--- src/rtl/spi_minion_pkg.sv ---
// Shared types and constants for the SPI minion.
package spi_minion_pkg;

  // Number of flops each SPI pin passes through before it is used.
  localparam int SYNC_STAGES = 2;

  // Transaction-level state of the minion.
  typedef enum logic [1:0] {
    INIT   = 2'd0,
    IDLE   = 2'd1,
    ACTIVE = 2'd2
  } state_t;

endpackage

--- src/rtl/spi_minion_sync.sv ---
// Multi-bit pin synchroniser with a previous-value register for edge detection.
// Each bit is independent; rise/fall are single-cycle pulses on the synchronised value.
module spi_minion_sync
  import spi_minion_pkg::*;
#(
  parameter int             W       = 1,
  parameter logic [W-1:0]   RST_VAL = '0
) (
  input  logic         clk,
  input  logic         reset,
  input  logic [W-1:0] d,
  output logic [W-1:0] q,
  output logic [W-1:0] rise,
  output logic [W-1:0] fall
);

  logic [W-1:0] stage [SYNC_STAGES];
  logic [W-1:0] prev;

  // Shift the raw pins through the synchroniser chain and remember the last settled value.
  always_ff @(posedge clk) begin
    if (reset) begin
      for (int i = 0; i < SYNC_STAGES; i++) stage[i] <= RST_VAL;
      prev <= RST_VAL;
    end else begin
      stage[0] <= d;
      for (int i = 1; i < SYNC_STAGES; i++) stage[i] <= stage[i-1];
      prev <= stage[SYNC_STAGES-1];
    end
  end

  assign q    = stage[SYNC_STAGES-1];
  assign rise = q & ~prev;
  assign fall = ~q & prev;

endmodule

--- src/rtl/spi_minion_val_rdy.sv ---
// SPI mode-0 minion: oversamples cs/sclk/mosi, assembles MSB-first words onto a
// val/rdy send port and shifts a word taken from the val/rdy recv port out on miso.
//
// Handshake rule for both ports: a transfer happens on a rising clk edge where
// val && rdy are both 1. The producer holds val and msg stable until that edge;
// rdy may change freely and never depends combinationally on val.
module spi_minion_val_rdy
  import spi_minion_pkg::*;
#(
  parameter int nbits = 34
) (
  input  logic             clk,
  input  logic             reset,
  input  logic             cs,
  input  logic             sclk,
  input  logic             mosi,
  output logic             miso,
  input  logic             recv_val,
  output logic             recv_rdy,
  input  logic [nbits-1:0] recv_msg,
  output logic             send_val,
  input  logic             send_rdy,
  output logic [nbits-1:0] send_msg,
  output logic             overflow
);

  localparam int             CW      = $clog2(nbits + 1);
  localparam logic [CW-1:0]  CNT_MAX = CW'(nbits);
  localparam logic [1:0]     SETTLE  = 2'(SYNC_STAGES);

  // Pin bit order inside the synchroniser: [2]=cs, [1]=sclk, [0]=mosi.
  logic [2:0] pin_q, pin_rise, pin_fall;

  spi_minion_sync #(
    .W       (3),
    .RST_VAL (3'b100)
  ) u_sync (
    .clk   (clk),
    .reset (reset),
    .d     ({cs, sclk, mosi}),
    .q     (pin_q),
    .rise  (pin_rise),
    .fall  (pin_fall)
  );

  logic cs_sync, mosi_sync, cs_fall, cs_rise, sclk_rise, sclk_fall;
  assign cs_sync   = pin_q[2];
  assign mosi_sync = pin_q[0];
  assign cs_fall   = pin_fall[2];
  assign cs_rise   = pin_rise[2];
  assign sclk_rise = pin_rise[1];
  assign sclk_fall = pin_fall[1];

  // Synchronised sclk level and mosi edges have no consumer.
  logic unused_sync;
  assign unused_sync = &{1'b0, pin_q[1], pin_rise[0], pin_fall[0]};

  state_t           state;
  logic [1:0]       init_cnt;
  logic             tx_full;
  logic [nbits-1:0] tx_data;
  logic [nbits-1:0] tx_shreg;
  logic [nbits-1:0] rx_shreg;
  logic [CW-1:0]    bitcnt;

  logic recv_fire, send_fire;
  assign recv_rdy  = !reset && !tx_full && (state != ACTIVE);
  assign recv_fire = recv_val && recv_rdy;
  assign send_fire = send_val && send_rdy;

  assign miso = (state == ACTIVE) && tx_shreg[nbits-1];

  // Transaction FSM with tx/rx shift registers and the one-entry buffers.
  // INIT waits for the synchroniser to refill with real pin samples before
  // trusting cs, so a reset mid-transaction waits for the master to release cs.
  always_ff @(posedge clk) begin
    if (reset) begin
      state    <= INIT;
      init_cnt <= '0;
      tx_full  <= 1'b0;
      tx_data  <= '0;
      tx_shreg <= '0;
      rx_shreg <= '0;
      bitcnt   <= '0;
      send_val <= 1'b0;
      send_msg <= '0;
      overflow <= 1'b0;
    end else begin
      if (send_fire) send_val <= 1'b0;

      case (state)
        INIT: begin
          if (init_cnt != SETTLE) init_cnt <= init_cnt + 2'd1;
          else if (cs_sync)       state    <= IDLE;
        end
        IDLE: begin
          if (cs_fall) begin
            state    <= ACTIVE;
            tx_shreg <= tx_full ? tx_data : '0;
            tx_full  <= 1'b0;
            rx_shreg <= '0;
            bitcnt   <= '0;
          end
        end
        ACTIVE: begin
          if (sclk_rise) begin
            rx_shreg <= {rx_shreg[nbits-2:0], mosi_sync};
            if (bitcnt != CNT_MAX) bitcnt <= bitcnt + CW'(1);
          end
          if (sclk_fall) tx_shreg <= {tx_shreg[nbits-2:0], 1'b0};
          if (cs_rise) begin
            state <= IDLE;
            if (bitcnt != '0) begin
              if (!send_val || send_fire) begin
                send_msg <= rx_shreg;
                send_val <= 1'b1;
              end else begin
                overflow <= 1'b1;
              end
            end
          end
        end
        default: state <= INIT;
      endcase

      // A word accepted on the same edge as cs_fall is kept for the following transaction.
      if (recv_fire) begin
        tx_data <= recv_msg;
        tx_full <= 1'b1;
      end
    end
  end

endmodule
--- config.mk ---
export PLATFORM = sky130hd
export DESIGN_NAME = spi_minion_val_rdy
export DESIGN_NICKNAME = d
export VERILOG_FILES = /design/src/rtl/spi_minion_pkg.sv /design/src/rtl/spi_minion_sync.sv /design/src/rtl/spi_minion_val_rdy.sv
export SDC_FILE = /design/constraint.sdc
export NUM_CORES = 1
export LEC_CHECK = 0
export CORE_ASPECT_RATIO = 1.25
export CORE_MARGIN = 3
export CORE_UTILIZATION = 59
export CTS_CLUSTER_SIZE = 24
export DETAILED_ROUTE_END_ITERATION = 7
export PLACE_DENSITY = 0.84
export SLEW_MARGIN = 15
export SYNTH_ARGS = -nofsm -noshare
export SYNTH_HDL_FRONTEND = slang
export SYNTH_SLANG_ARGS = --single-unit
--- constraint.sdc ---
create_clock -name clk -period 4.8 [get_ports clk]
set_input_delay 1.2 -clock clk [delete_from_list [all_inputs] [get_ports clk]]
set_output_delay 1.2 -clock clk [all_outputs]
set_load 0.01 [all_outputs]
==> out/qor.yml, run 1 <==
critical_path:
  cp_data_required_time_ns: 3.60
  critical_path.max_stage_delay_ns: 0.86
  r2r-start: "state[0]"
  slowest_stage: "and2b_4"
  r2r_cells: 4
  worstPathMaxFanout: 76
  path_cells: "and2b_4 -> and2_1 -> clkdlybuf4s50_1"
  critPathKind: "reg2out"
  crit_arrival_ns: 2.40
  rrSetupSlack_ns: 2.11
  cp-start-kind: "register"
  cp-end-kind: "primary output"
  worstReg2RegEnd: "tx_shreg[21]"
sta:
  worstMarginPinSlew_ns: 1.09
  fin_ws_ns: 1.20
  fmax_mhz: 278
  relSlewSlack: 0.273
  fin_crit_ns: 3.60
  fin_setup_tns_ns: 0
  rsz0062_at_grt: "no"
  post-route-period-util: 0.751
  setup_violations: 0
  finalMaxSlewViolations: 0
  fin_worst_skew_ns: 0.00706
  finalHoldViolCount: 0
clock_network:
  path_clk_slew_ns: 0.06
  clkLatencyLatePin_ns: 0.42
  cts_resized: 0
  cts_tree: "yes"
  ctsRootBufferMaster: "clkbuf_16"
  postCtsHoldBufs: 0
  cts_sinks: 157
  cts_max_level: 4
  cts_made_buffers: 17
  post-cts-setup-buffers: 0
  clk_path_buf_depth: 2
pwr:
  internal_power_w: 0.00230
  switching_share: 0.223
  leakagePower_nw: 2.39
  p_per_area_nw_per_um2: 386
  p_clk_frac: 0.468
  ir_drop_uv: 251
  power.sequential.fraction: 0.465
  p_comb_frac: 0.067
  power_switching_w: 0.000661
finish:
  drive_above_1_share: 0.115
  fin_nets: 825
  antenna_cells: 0
  area_growth_pct: 19.7
floorplanning:
  die_y_um: 122
  io_pins: 79
  rows: 41
  dieWidth_um: 99.2
  start_util: 0.618
  dieArea_um2: 12100
  core_area_um2: 10400
worst_hold_path:
  holdCritPathClass: "reg2reg"
  min_from: "u_sync.stage[0][2]"
  hold-path-endpoint: "u_sync.stage[0][5]"
  holdPathStages: 1
route:
  vias: 5208
  vias_per_cell: 5.65
  drtIter0Drc: 266
  drc: 0
  first_pass_iters: 5
  routed_wl_um: 12800
  avgRoutedWirePerCell_um: 13.9
  detail-route-antenna-nets: 0
yosys:
  ys_types: 45
  ys_warn_count: 0
  ys_async_sr_fraction: 0
  synth.yosys.seq_area_share: 0.491
  synth_edf_count: 0
  synth_common_cells: "nand2_1, dfxtp_1, nand3_1"
  syn_avg_cell_area_um2: 8.68
  ys.flop_type: "dfxtp_1"
  synth_most_common_cell: "nand2_1"
  netlist_top_cells_area: "dfxtp_1, nand2_1, a311oi_2"
  mappedNetlistNets: 782
  ys_ff_latch: 157
  netlist_area_um2: 6400
  synth_top_cell_area_share: 0.491
  yosys.area.top_type: "dfxtp_1"
  syn_inst: 737
grt:
  grt_pass1_wl_um: 21700
  grt_start_max_net_pins: 104
  antenna_found_initial: 0
  grt_pass1_vias: 4863
  grt.overflow.total: 0
  grt_usage: 0.218
flow_run:
  cap_violations: 0
placement:
  gp_congestion: 0.757
  pre_cts_ws_ns: 1.37
  dp_hpwl_um: 7350
  portBuffers: 78
status:
  status: "completed"
[area by class of cell]
class / instances / area (um^2)
Clock buffer: 20 / 467
Clock inverter: 12 / 163
Fill cell: 769 / 2700
Inverter: 5 / 18.8
Multi-Input combinational cell: 514 / 2880
Sequential cell: 157 / 3140
Tap cell: 129 / 161
Timing Repair Buffer: 85 / 831
[worst max-delay path: cells and delay by family (launching register included)]
| family | cells | cell delay [ns] |
|---|---|---|
| AND/OR/NAND/NOR | 2 | 1.09 |
| buffers and inverters | 1 | 0.54 |
| flip-flops | 1 | 0.36 |
[how the worst max path moves through the flow]
stage | to | slack (ns) | cells past startpoint | start
after floorplan | recv_rdy | 1.73 | 3 | reset
after global placement | recv_rdy | 1.37 | 3 | reset
after detailed placement | recv_rdy | 1.37 | 3 | reset
after CTS | miso | 1.17 | 3 | state[0]
after global routing | miso | 1.03 | 3 | state[0]
final | miso | 1.20 | 3 | state[0]
[flip-flops by register name (all words and copies together), names as in the netlist]
name          flops
bitcnt            6
init_cnt          2
overflow          1
rx_shreg         34
send_msg         34
send_val          1
state             2
tx_data          34
tx_full           1
tx_shreg         34
u_sync.prev       2
u_sync.stage      6
[stage by stage]
| step | cell area, um^2 | cells | total power, W | utilization | hold WS, ns |
|---|---|---|---|---|---|
| 5_1_grt | 7660 | 922 | 0.00306 | 0.740 | 0.452 |
| 3_3_place_gp | 7030 | 890 | 0.00159 | 0.679 | 0.398 |
| 3_5_place_dp | 7030 | 890 | 0.00160 | 0.679 | 0.397 |
| 6_report | 7660 | 922 | 0.00296 | 0.740 | 0.410 |
| 4_1_cts | 7660 | 922 | 0.00297 | 0.739 | 0.411 |
| 2_1_floorplan | 6400 | 737 | 0.00154 | - | 0.389 |
[cells by family after synthesis]
group | share of synthesized area
XOR/XNOR | 0.00137
multiplexers | 0.00156
flip-flops | 0.491
adder cells (fa/ha/maj) | 0.00782
AO/OA/AOI/OAI | 0.187
AND/OR/NAND/NOR | 0.252
buffers and inverters | 0.0590
[power by group through the flow]
| stage | clock network, W | logic (W) | registers (W) |
|---|---|---|---|
| floorplan | 0 | 0.000147 | 0.00140 |
| global placement | 0 | 0.000189 | 0.00140 |
| detailed placement | 0 | 0.000197 | 0.00140 |
| CTS | 0.00140 | 0.000201 | 0.00138 |
| global route | 0.00146 | 0.000222 | 0.00138 |
| finish | 0.00139 | 0.000199 | 0.00138 |
[layer usage]
layer  vias up  track usage  part of all wire
li1       2590            -                 -
met2       139        0.372              0.50
met1      2447        0.258              0.42
met3        32       0.0472             0.053
met4         0        0.113             0.027
met5         -            0                 0
[cell usage in the layout (no fill, tap or decap), drive strengths merged, types with 8 or more instances in the layout]
cell type	Yosys	layout
clkbuf	21	20
a21oi	74	74
nand2b	36	36
nand3	70	70
nand2	173	173
a311oi	36	36
clkdlybuf4s50	0	77
o21ai	37	37
buf	40	8
nor2	46	46
dfxtp	157	157
Power figures use the tool's default switching activity.
==> run 2, diff against run 1 <==
--- a/config.mk
+++ b/config.mk
@@ -7,10 +7,10 @@
 export LEC_CHECK = 0
 export CORE_ASPECT_RATIO = 1.25
 export CORE_MARGIN = 3
-export CORE_UTILIZATION = 59
+export CORE_UTILIZATION = 55
 export CTS_CLUSTER_SIZE = 24
 export DETAILED_ROUTE_END_ITERATION = 7
-export PLACE_DENSITY = 0.84
+export PLACE_DENSITY = 0.79
 export SLEW_MARGIN = 15
 export SYNTH_ARGS = -nofsm -noshare
 export SYNTH_HDL_FRONTEND = slang
==> constraint.sdc (replaced) <==
create_clock -name clk -period 3.4 [get_ports clk]
set_input_delay 0.85 -clock clk [delete_from_list [all_inputs] [get_ports clk]]
set_output_delay 0.85 -clock clk [all_outputs]
set_load 0.01 [all_outputs]
==> out/qor.yml, run 2 (synthesized netlist as in run 1, its figures left out) <==
placement:
  dpl-instance-area_um2: 7070  # was 7030 um^2
  gp_congestion: 0.748  # was 0.757
  dp_hpwl_um: 7660  # was 7350 um
  portBuffers: 78  # unchanged
pwr:
  internal_power_w: 0.00340  # was 0.00230 W
  p_per_area_nw_per_um2: 555  # was 386 nW/um^2
  p_clk_frac: 0.480  # was 0.468
  power.sequential.fraction: 0.454  # was 0.465
  leakagePower_nw: 2.44  # was 2.39 nW
  switching_share: 0.206  # was 0.223
  ir_drop_uv: 362  # was 251 uV
  p_comb_frac: 0.066  # was 0.067
  power_switching_w: 0.000880  # was 0.000661 W
worst_hold_path:
  hold-path-endpoint: "u_sync.stage[0][5]"  # unchanged
  min_from: "u_sync.stage[0][2]"  # unchanged
  holdPathStages: 1  # unchanged
  holdCritPathClass: "reg2reg"  # unchanged
finish:
  fill_cells: 919  # was 769
  final_common_cell: "nand2_1"  # unchanged
  layout_common_cells: "nand2_1, dfxtp_1, clkdlybuf4s50_1"  # unchanged
  antenna_cells: 0  # unchanged
  fin_nets: 829  # was 825
  final_area_um2: 7710  # was 7660 um^2
  drive_above_1_share: 0.112  # was 0.115
  area_growth_pct: 20.5  # was 19.7%
critical_path:
  critPathKind: "reg2out"  # unchanged
  r2r-start: "state[0]"  # unchanged
  worstReg2RegEnd: "tx_shreg[28]"  # was tx_shreg[21]
  rrSetupSlack_ns: 0.91  # was 2.11 ns
  crit_arrival_ns: 2.15  # was 2.40 ns
  r2r_cells: 4  # unchanged
  cp-start-kind: "register"  # unchanged
  cp-startpoint: "state[0]"  # unchanged
  worstPathMaxFanout: 43  # was 76
  cp_data_required_time_ns: 2.55  # was 3.60 ns
  cp-end-kind: "primary output"  # unchanged
route:
  vias_per_cell: 5.57  # was 5.65
  vias: 5176  # was 5208
  drtIter0Drc: 209  # was 266
  avgRoutedWirePerCell_um: 13.7  # was 13.9 um
  first_pass_iters: 5  # unchanged
  routed_wl_um: 12800  # about the same
  detail-route-antenna-nets: 0  # unchanged
  drc: 0  # unchanged
sta:
  fin_crit_ns: 3.00
  rsz0062_at_grt: "no"  # unchanged
  fmax_mhz: 333
  fin_worst_skew_ns: 0.00640  # was 0.00706 ns
  setup_violations: 0  # unchanged
  relSlewSlack: 0.316  # was 0.273
  post-route-period-util: 0.882
  fin_setup_tns_ns: 0  # unchanged
  worstMarginPinSlew_ns: 1.03  # was 1.09 ns
  finalHoldViolCount: 0  # unchanged
  finalMaxSlewViolations: 0  # unchanged
floorplanning:
  dieArea_um2: 13000  # was 12100 um^2
  start_util: 0.569  # was 0.618
  io_pins: 79  # unchanged
  rows: 43  # was 41
  dieWidth_um: 102  # was 99.2 um
  die_y_um: 127  # was 122 um
  core_area_um2: 11200  # was 10400 um^2
grt:
  antenna_found_initial: 0  # unchanged
  grt.overflow.total: 0  # unchanged
  grt_start_max_net_pins: 98  # was 104
  grtUsageMet2: 0.357  # was 0.372
  grt_pass1_vias: 5006  # was 4863
  grt_usage: 0.204  # was 0.218
  grt_use_met1: 0.240  # was 0.258
  grt_most_used_layer: "met2"  # unchanged
  use_met3: 0.0506  # was 0.0472
  grt_pass1_wl_um: 21800  # was 21700 um
clock_network:
  cts_sinks: 157  # unchanged
  path_clk_slew_ns: 0.06  # about the same
  post-cts-setup-buffers: 0  # unchanged
  cts_tree: "yes"  # unchanged
  clkLatencyLatePin_ns: 0.41  # was 0.42 ns
  cts_max_level: 4  # unchanged
  cts_resized: 0  # unchanged
  cts_made_buffers: 17  # unchanged
  ctsRootBufferMaster: "clkbuf_16"  # unchanged
  clk_path_buf_depth: 2  # unchanged
  postCtsHoldBufs: 0  # unchanged
status:
  status: "completed"  # unchanged
flow_run:
  cap_violations: 0  # unchanged
[run 2: layer usage]
layer	routed length (um)	share of wire
met4	208	0.016
met5	0	0
met3	568	0.045
met2	6470	0.51
met1	5510	0.43
[run 2: worst max-delay path: stages (launching register included)]
cell	delay, ns
dfxtp_1	0.36
and2b_4	0.64
and2_1	0.21
clkdlybuf4s50_1	0.53
[run 2: final cells by class]
type                       instances  area [um^2]  share of cell area
clock buffer                      22          484              0.0628
sequential                       157         3140               0.407
inverter                           5         18.8             0.00243
multi-input combinational        514         2880               0.373
clock inverter                     7          160              0.0208
timing repair buffer              89          861               0.112
tap                              135          169              0.0219
[run 2: stage by stage]
step           utilization  setup WS (ns)  instances  hold WS (ns)  power, W
2_1_floorplan            -           1.03        737         0.389   0.00218
3_3_place_gp         0.629          0.838        900         0.401   0.00225
3_5_place_dp         0.629          0.815        900         0.397   0.00226
4_1_cts              0.686          0.371        929         0.416   0.00431
5_1_grt              0.686          0.280        929         0.438   0.00442
6_report             0.686          0.400        929         0.417   0.00428
[run 2: power groups by stage]
stage	Combinational, W	Clock, W	Sequential (W)
after floorplan	0.000208	0	0.00197
after global placement	0.000271	0	0.00198
after detailed placement	0.000282	0	0.00198
after CTS	0.000285	0.00208	0.00194
after global routing	0.000316	0.00216	0.00195
final	0.000282	0.00206	0.00194
[run 2: worst max path at each step]
| stage | endpoint | cells past startpoint | slack [ns] |
|---|---|---|---|
| after floorplan | recv_rdy | 3 | 1.03 |
| final | miso | 3 | 0.40 |
| after detailed placement | miso | 3 | 0.81 |
| after global routing | miso | 3 | 0.28 |
| after global placement | recv_rdy | 3 | 0.84 |
| after CTS | miso | 3 | 0.37 |
==> run 3, diff against run 2 <==
--- a/config.mk
+++ b/config.mk
@@ -10,6 +10,7 @@
 export CORE_UTILIZATION = 55
 export CTS_CLUSTER_SIZE = 24
 export DETAILED_ROUTE_END_ITERATION = 7
+export HOLD_SLACK_MARGIN = 0.12
 export PLACE_DENSITY = 0.79
 export SLEW_MARGIN = 15
 export SYNTH_ARGS = -nofsm -noshare
==> results of run 3 <==
Same layout as run 2: the final DEF is identical, and so are final timing and power.
